## src/rtl/mem_ctrl_pkg.sv

```systemverilog
// Shared types and helpers for the multi-channel memory front-end:
// per-channel state encoding and the XOR fold used to build the coverage index.
package mem_ctrl_pkg;

   typedef enum logic [1:0] {
      READY_S   = 2'd0,
      PENDING_S = 2'd1,
      BUSY_S    = 2'd2
   } chan_state_e;

   localparam int FOLD_MAX = 64;

   // Folds v onto w bits by XOR-ing bit i into bit (i mod w).
   function automatic logic [31:0] xor_fold(input logic [FOLD_MAX-1:0] v, input int w);
      logic [31:0] r;
      r = '0;
      for (int i = 0; i < FOLD_MAX; i++) begin
         r[i % w] = r[i % w] ^ v[i];
      end
      return r;
   endfunction

endpackage

```

## src/rtl/mem_ctrl_chan.sv

```systemverilog
// One input channel: gathers BEATS beats into a word, then holds it (BUSY)
// until the arbiter releases it. Optional state port under MEM_CTRL_MULTI_COV_EN.
module mem_ctrl_chan
   import mem_ctrl_pkg::*;
#(
   parameter int BEAT_W = 4,
   parameter int BEATS  = 2
) (
   input  logic                      clock,
   input  logic                      reset,
   input  logic                      beat_valid,
   input  logic [BEAT_W-1:0]         beat_data,
   input  logic                      release_en,
`ifdef MEM_CTRL_MULTI_COV_EN
   output chan_state_e               state,
`endif
   output logic                      ready,
   output logic                      busy,
   output logic [BEAT_W*BEATS-1:0]   word
);

   localparam int OUT_W = BEAT_W * BEATS;
   localparam int CNT_W = $clog2(BEATS + 1);
   localparam logic [CNT_W-1:0] LAST = CNT_W'(BEATS - 1);

   chan_state_e      st;
   logic [CNT_W-1:0] cnt;

   assign ready = (st != BUSY_S);
   assign busy  = (st == BUSY_S);
`ifdef MEM_CTRL_MULTI_COV_EN
   assign state = st;
`endif

   // NOTE: sequential state uses non-blocking assignments only, so every
   // register sees the pre-edge value of its neighbours regardless of order.
   always_ff @(posedge clock) begin
      if (reset) begin
         st   <= READY_S;
         cnt  <= '0;
         word <= '0;
      end else begin
         case (st)
            READY_S: begin
               if (beat_valid) begin
                  word <= OUT_W'(beat_data);
                  cnt  <= CNT_W'(1);
                  st   <= (BEATS == 1) ? BUSY_S : PENDING_S;
               end
            end
            PENDING_S: begin
               if (beat_valid) begin
                  word[int'(cnt)*BEAT_W +: BEAT_W] <= word[int'(cnt)*BEAT_W +: BEAT_W] | beat_data;
                  cnt <= cnt + 1'b1;
                  if (cnt == LAST) st <= BUSY_S;
               end
            end
            BUSY_S: begin
               // Word is frozen; incoming beats are refused via ready.
               if (release_en) begin
                  st  <= READY_S;
                  cnt <= '0;
               end
            end
            default: begin
               st  <= READY_S;
               cnt <= '0;
            end
         endcase
      end
   end

endmodule

```

## src/rtl/mem_ctrl_multi.sv

```systemverilog
// Multi-channel beat assembler with round-robin output arbiter and "bug" flag.
// Define MEM_CTRL_MULTI_COV_EN to enable the cumulative state-tuple coverage counter.
module mem_ctrl_multi
   import mem_ctrl_pkg::*;
#(
   parameter int NUM_CH = 3,
   parameter int BEAT_W = 4,
   parameter int BEATS  = 2,
   parameter int COV_W  = 4
) (
   input  logic                        clock,
   input  logic                        reset,
   input  logic [NUM_CH-1:0]           in_valid,
   input  logic [NUM_CH*BEAT_W-1:0]    in_data,
   output logic [NUM_CH-1:0]           in_ready,
   output logic                        out_valid,
   input  logic                        out_ready,
   output logic [BEAT_W*BEATS-1:0]     out_data,
   output logic [$clog2(NUM_CH)-1:0]   out_ch,
   output logic [COV_W:0]              coverage,
   output logic                        bug
);

   localparam int OUT_W = BEAT_W * BEATS;
   localparam int CH_W  = $clog2(NUM_CH);

   logic [NUM_CH-1:0] busy;
   logic [NUM_CH-1:0] release_en;
   logic [OUT_W-1:0]  words [NUM_CH];
`ifdef MEM_CTRL_MULTI_COV_EN
   chan_state_e       st [NUM_CH];
`endif

   logic [CH_W-1:0]   rr;
   logic              hold;
   logic [CH_W-1:0]   hold_ch;
   logic [CH_W-1:0]   grant;
   logic              handshake;

   for (genvar c = 0; c < NUM_CH; c++) begin : g_chan
      mem_ctrl_chan #(.BEAT_W(BEAT_W), .BEATS(BEATS)) u_chan (
         .clock      (clock),
         .reset      (reset),
         .beat_valid (in_valid[c]),
         .beat_data  (in_data[c*BEAT_W +: BEAT_W]),
         .release_en (release_en[c]),
`ifdef MEM_CTRL_MULTI_COV_EN
         .state      (st[c]),
`endif
         .ready      (in_ready[c]),
         .busy       (busy[c]),
         .word       (words[c])
      );
      assign release_en[c] = handshake && (grant == CH_W'(c));
   end

   // NOTE: every variable written here gets a default first, so no path can
   // leave it unassigned and infer a latch.
   always_comb begin
      int  idx;
      logic found;
      grant = '0;
      found = 1'b0;
      idx   = 0;
      if (hold) begin
         grant = hold_ch;
      end else begin
         for (int k = 0; k < NUM_CH; k++) begin
            idx = int'(rr) + k;
            if (idx >= NUM_CH) idx = idx - NUM_CH;
            if (!found && busy[idx]) begin
               found = 1'b1;
               grant = CH_W'(idx);
            end
         end
      end
   end

   assign out_valid = |busy;
   assign handshake = out_valid && out_ready;
   assign out_data  = out_valid ? words[grant] : '0;
   assign out_ch    = out_valid ? grant : '0;
   assign bug       = &busy;

   // A stalled grant is remembered so later BUSY channels cannot steal the port.
   always_ff @(posedge clock) begin
      if (reset) begin
         rr      <= '0;
         hold    <= 1'b0;
         hold_ch <= '0;
      end else begin
         hold    <= out_valid && !out_ready;
         hold_ch <= grant;
         if (handshake) rr <= (grant == CH_W'(NUM_CH - 1)) ? '0 : grant + 1'b1;
      end
   end

`ifdef MEM_CTRL_MULTI_COV_EN
   localparam int COV_N = 2 ** COV_W;

   logic [2*NUM_CH-1:0] state_cat;
   logic [2*NUM_CH-1:0] state_q = '0;
   logic [COV_W-1:0]    cov_idx;
   // NOTE: covmap/covsum start at zero once and are deliberately left out of
   // reset so that coverage accumulates across back-to-back tests.
   logic [COV_N-1:0]    covmap = '0;
   logic [COV_W:0]      covsum = '0;

   for (genvar c = 0; c < NUM_CH; c++) begin : g_cat
      assign state_cat[2*c +: 2] = st[c];
   end

   assign cov_idx = COV_W'(xor_fold(FOLD_MAX'(state_q), COV_W));

   always_ff @(posedge clock) begin
      state_q <= state_cat;
      if (!covmap[cov_idx]) begin
         covmap[cov_idx] <= 1'b1;
         if (covsum != (COV_W + 1)'(COV_N)) covsum <= covsum + 1'b1;
      end
   end

   assign coverage = covsum;
`else
   assign coverage = '0;
`endif

endmodule
```

## config.mk

```make
export PLATFORM = sky130hd
export DESIGN_NAME = mem_ctrl_multi
export DESIGN_NICKNAME = d
export VERILOG_FILES = /design/src/rtl/mem_ctrl_pkg.sv /design/src/rtl/mem_ctrl_chan.sv /design/src/rtl/mem_ctrl_multi.sv
export SDC_FILE = /design/constraint.sdc
export NUM_CORES = 1
export LEC_CHECK = 0
export ABC_AREA = 0
export BUFFER_PORTS_ARGS = -buffer_cell sky130_fd_sc_hd__buf_2
export CAP_MARGIN = 10
export CELL_PAD_IN_SITES_DETAIL_PLACEMENT = 0
export CELL_PAD_IN_SITES_GLOBAL_PLACEMENT = 2
export CORE_UTILIZATION = 30
export CTS_CLUSTER_SIZE = 30
export DETAILED_ROUTE_END_ITERATION = 8
export PLACE_DENSITY = 0.73
export RECOVER_POWER = 25
export SYNTH_ARGS = -nofsm -noshare
export SYNTH_HDL_FRONTEND = slang
export SYNTH_SLANG_ARGS = --single-unit
```

## constraint.sdc

```tcl
create_clock -name clock -period 2.26 [get_ports clock]
set_input_delay 0.113 -clock clock [delete_from_list [all_inputs] [get_ports clock]]
set_output_delay 0.113 -clock clock [all_outputs]
set_load 0.005 [all_outputs]
```

==> key figures <==
Status
  • Status: finished with violations
  • Failing checks: negative setup slack

Clocking
  • Cts hold-fix bufs: 0
  • Clock Tree Root: clkbuf_8
  • CTS tree: done
  • Num CTS Buffers: 5
  • Clock tree buffer depth: 2
  • H-Tree Depth: 2
  • Clock-pin slew on the worst setup and hold paths: 0.09 ns
  • CTS sink cnt: 41
  • Clock Latency Late Sink: 0.30 ns

STA
  • Fin crit share: 1.147
  • Max Clock Freq: 385.7 MHz
  • Min cycle time layout: 2.593 ns
  • Slew Viols, Final: 0
  • Setup Skew: around 0.012 ns
  • Final worst slack: -0.3326 ns
  • Max-slew headroom: 0.6112
  • Unrepaired setup endpoints after global routing: true
  • Worst slew pin tran: between 0.5 and 0.6 ns
  • # setup viols final: 18
  • Final Hold Vio Count: 0

Power
  • Pwr per Cell Area: about 480 nW/um^2
  • Leakage: roughly 1.4 nW
  • Power Total: ~1.9 mW
  • Maximum vdd drop: approximately 0.22 mV

Route
  • Via count: between 2,000 and 3,000
  • Routed Antenna Nets: 0
  • Final WL: approximately 9000 um
  • Wirelength per Cell: between 15 and 20 um
  • Initial DRT Pass Iterations: 4
  • Vias per cell: 5.439
  • Residual DRC: 0
  • Initial DRC Count: between 100 and 150

Placed design
  • Placed inst area: 3362 sq um
  • PortBufs: 32
  • Placer Congestion: between 0.8 and 0.9
  • Dpl hpwl: roughly 6500 um

Global route
  • Largest net degree at the start of global routing: 17
  • GR peak layer: met2
  • First-pass GRT wire length: 14,570 um
  • GRT overflow: 0
  • Antenna violations before repair: 0
  • Met1 usage: 0.2475
  • Met3 usage: 0.02670
  • Vias in the first global route: between 2,000 and 3,000
  • Global Route Usage Sum: 0.1872
  • GR Util met2: 0.3109

Cells and area
  • Layout cells sized above 1: 0.3619
  • Nets: ~460
  • Area grow syn2layout: 37.19%
  • Number of diodes: 0
  • Finished Core Util: 0.4226
  • Design area: 3886 sq um

Floorplan
  • Core area: 9196 sq um
  • FP Rows: 35
  • Die H: about 99 um
  • Die width: 99.17 um
  • Starting density of the core: 0.3080
  • Die ar.: ~9800 sq um
  • Num ports: 38

Worst setup path
  • Sequence of cells on the critical path: inv_4 > ha_4 > a211o_1 > buf_6 > and3_4 > a311oi_4 > buf_6 > nand3_2 > a21oi_2 > buf_2
  • Crit path kind: flop to primary output
  • Critical path capture point type: primary output
  • Launch point of the worst reg-to-reg path: rr[0]$_SDFFE_PP0P_
  • Critical path's most frequent cell: buf_6
  • Worst setup SP type: flop
  • Crit path arrival time: between 2 and 2.5 ns
  • Setup crit start: rr[0]$_SDFFE_PP0P_
  • CP max stage cell: dfxtp_4
  • Crit path max fanout: 7
  • CP required: between 2 and 2.5 ns
  • Worst path max stage delay: between 0.3 and 0.4 ns

Synth
  • Top cells by count, synth: dfxtp_1, nor2_1, a21oi_1, a22oi_1, nand3_1
  • Post-synthesis cell type count: a little under 60
  • Most frequent cell after synthesis: dfxtp_1
  • Share of the synthesized area in the top cell type: 0.2898
  • Synth Warn #: 0
  • Asr flop ratio synth: 0
  • Dominant synthesized flop cell: dfxtp_1
  • Mean Syn Cell Area: around 8.0 sq um
  • Post-synth EDFFs: 0
  • Register bit count reported by yosys: 41
  • Cell area after synthesis: between 2000 and 3000 sq um
  • Synth Instances: approximately 350
  • Register area share after synthesis: 0.2898
  • Synth area leader: dfxtp_1
  • Synth top area cells: dfxtp_1, a22oi_1, a21oi_1, nor2_1, mux2i_1

Worst hold path
  • Hold path start: out_ready
  • HP Class: input port to flop

Job
  • Max Cap Violations: 0
state kept, by name, indices dropped and copies added (netlist names):
signal              count
hold_ch                 2
hold                    1
g_chan.u_chan.cnt       6
g_chan.u_chan.word     24
rr                      2
g_chan.u_chan.st        6
power by group:
part	internal (mW)	leakage [nW]	switching, mW
Sequential	0.762	0.337	0.0494
Clock	0.214	0.0439	0.282
Combinational	0.244	1.06	0.302
layout make-up:
cell class | count | area [sq um]
tap | 111 | 138.9
inverter | 18 | 70.07
clock inverter | 3 | 17.52
timing repair buffer | 92 | 648.1
clock buffer | 5 | 68.82
multi-input combinational | 272 | 2115
fill | 955 | 5310
sequential | 41 | 828.3
worst max-delay path: cells and delay by family, from the launching register on:
kind / cells / cell delay [ns]
AO/OA/AOI/OAI: 3 / 0.77
AND/OR/NAND/NOR: 2 / 0.23
adder cells (fa/ha/maj): 1 / 0.28
flip-flops: 1 / 0.39
buffers and inverters: 4 / 0.50
metal layers:
metal | up-vias | part of all wire
met5 | - | 0
met4 | 0 | 0.020
met3 | 17 | 0.028
met2 | 64 | 0.48
met1 | 1395 | 0.48
li1 | 1472 | -
what timing repair did:
item	CTS	global route
cloned	1	0
resized for setup	59	28
setup endpoints to repair	20	21
pin swaps	25	18
endpoints found under the hold margin	0	0
buffers inserted	14	3
placed cells by master, fill, tap and decap left out, types with 3 or more instances in the layout:
cell       n
nand2b_1   8
and2_1     4
clkbuf_1   4
nor2_1    36
mux2i_1   12
ha_1       6
a21oi_1   15
o21ai_1    6
nand4_1    5
o21ai_2    3
and3_1     3
conb_1     5
nand4b_1   3
nand3_2    5
ha_4       3
o21bai_1  13
buf_6      8
buf_4     47
clkbuf_8   5
a22oi_1   24
nand3_1   16
o21ai_0    7
nor3_1     8
inv_1     15
buf_2     31
a211oi_1  12
a21oi_2   14
a32o_1     4
nand2_1    8
dfxtp_1   39
kinds of logic after synthesis:
kind of cell             Yosys count  synth area share
AO/OA/AOI/OAI                    128            0.3238
XOR/XNOR                           1          0.003092
adder cells (fa/ha/maj)            9           0.03975
buffers and inverters             44           0.07862
flip-flops                        41            0.2898
multiplexers                      12           0.04240
other                              1          0.001324
AND/OR/NAND/NOR                  117            0.2213
final timing paths:
| check | cells after the start | slack [ns] | endpoint |
|---|---|---|---|
| hold / removal | 2 | 0.09 | hold$_SDFF_PP0_ |
| setup reg to reg | 10 | -0.16 | rr[1]$_SDFFE_PP0P_ |
| setup / recovery | 10 | -0.33 | out_data[2] |
| hold reg to reg | 2 | 0.51 | rr[1]$_SDFFE_PP0P_ |
per-stage QoR:
stage	cells	hold slack (ns)	TNS, ns	setup slack [ns]
after floorplan	357	0.1923	0	0.003023
after global placement	521	0.3825	-1.415	-0.1522
final	542	0.08618	-3.257	-0.3326
after global routing	542	0.08165	-5.135	-0.4531
after detailed placement	521	0.3895	-2.364	-0.2350
after CTS	544	0.07897	-4.254	-0.3892
Power figures use the tool's default switching activity.
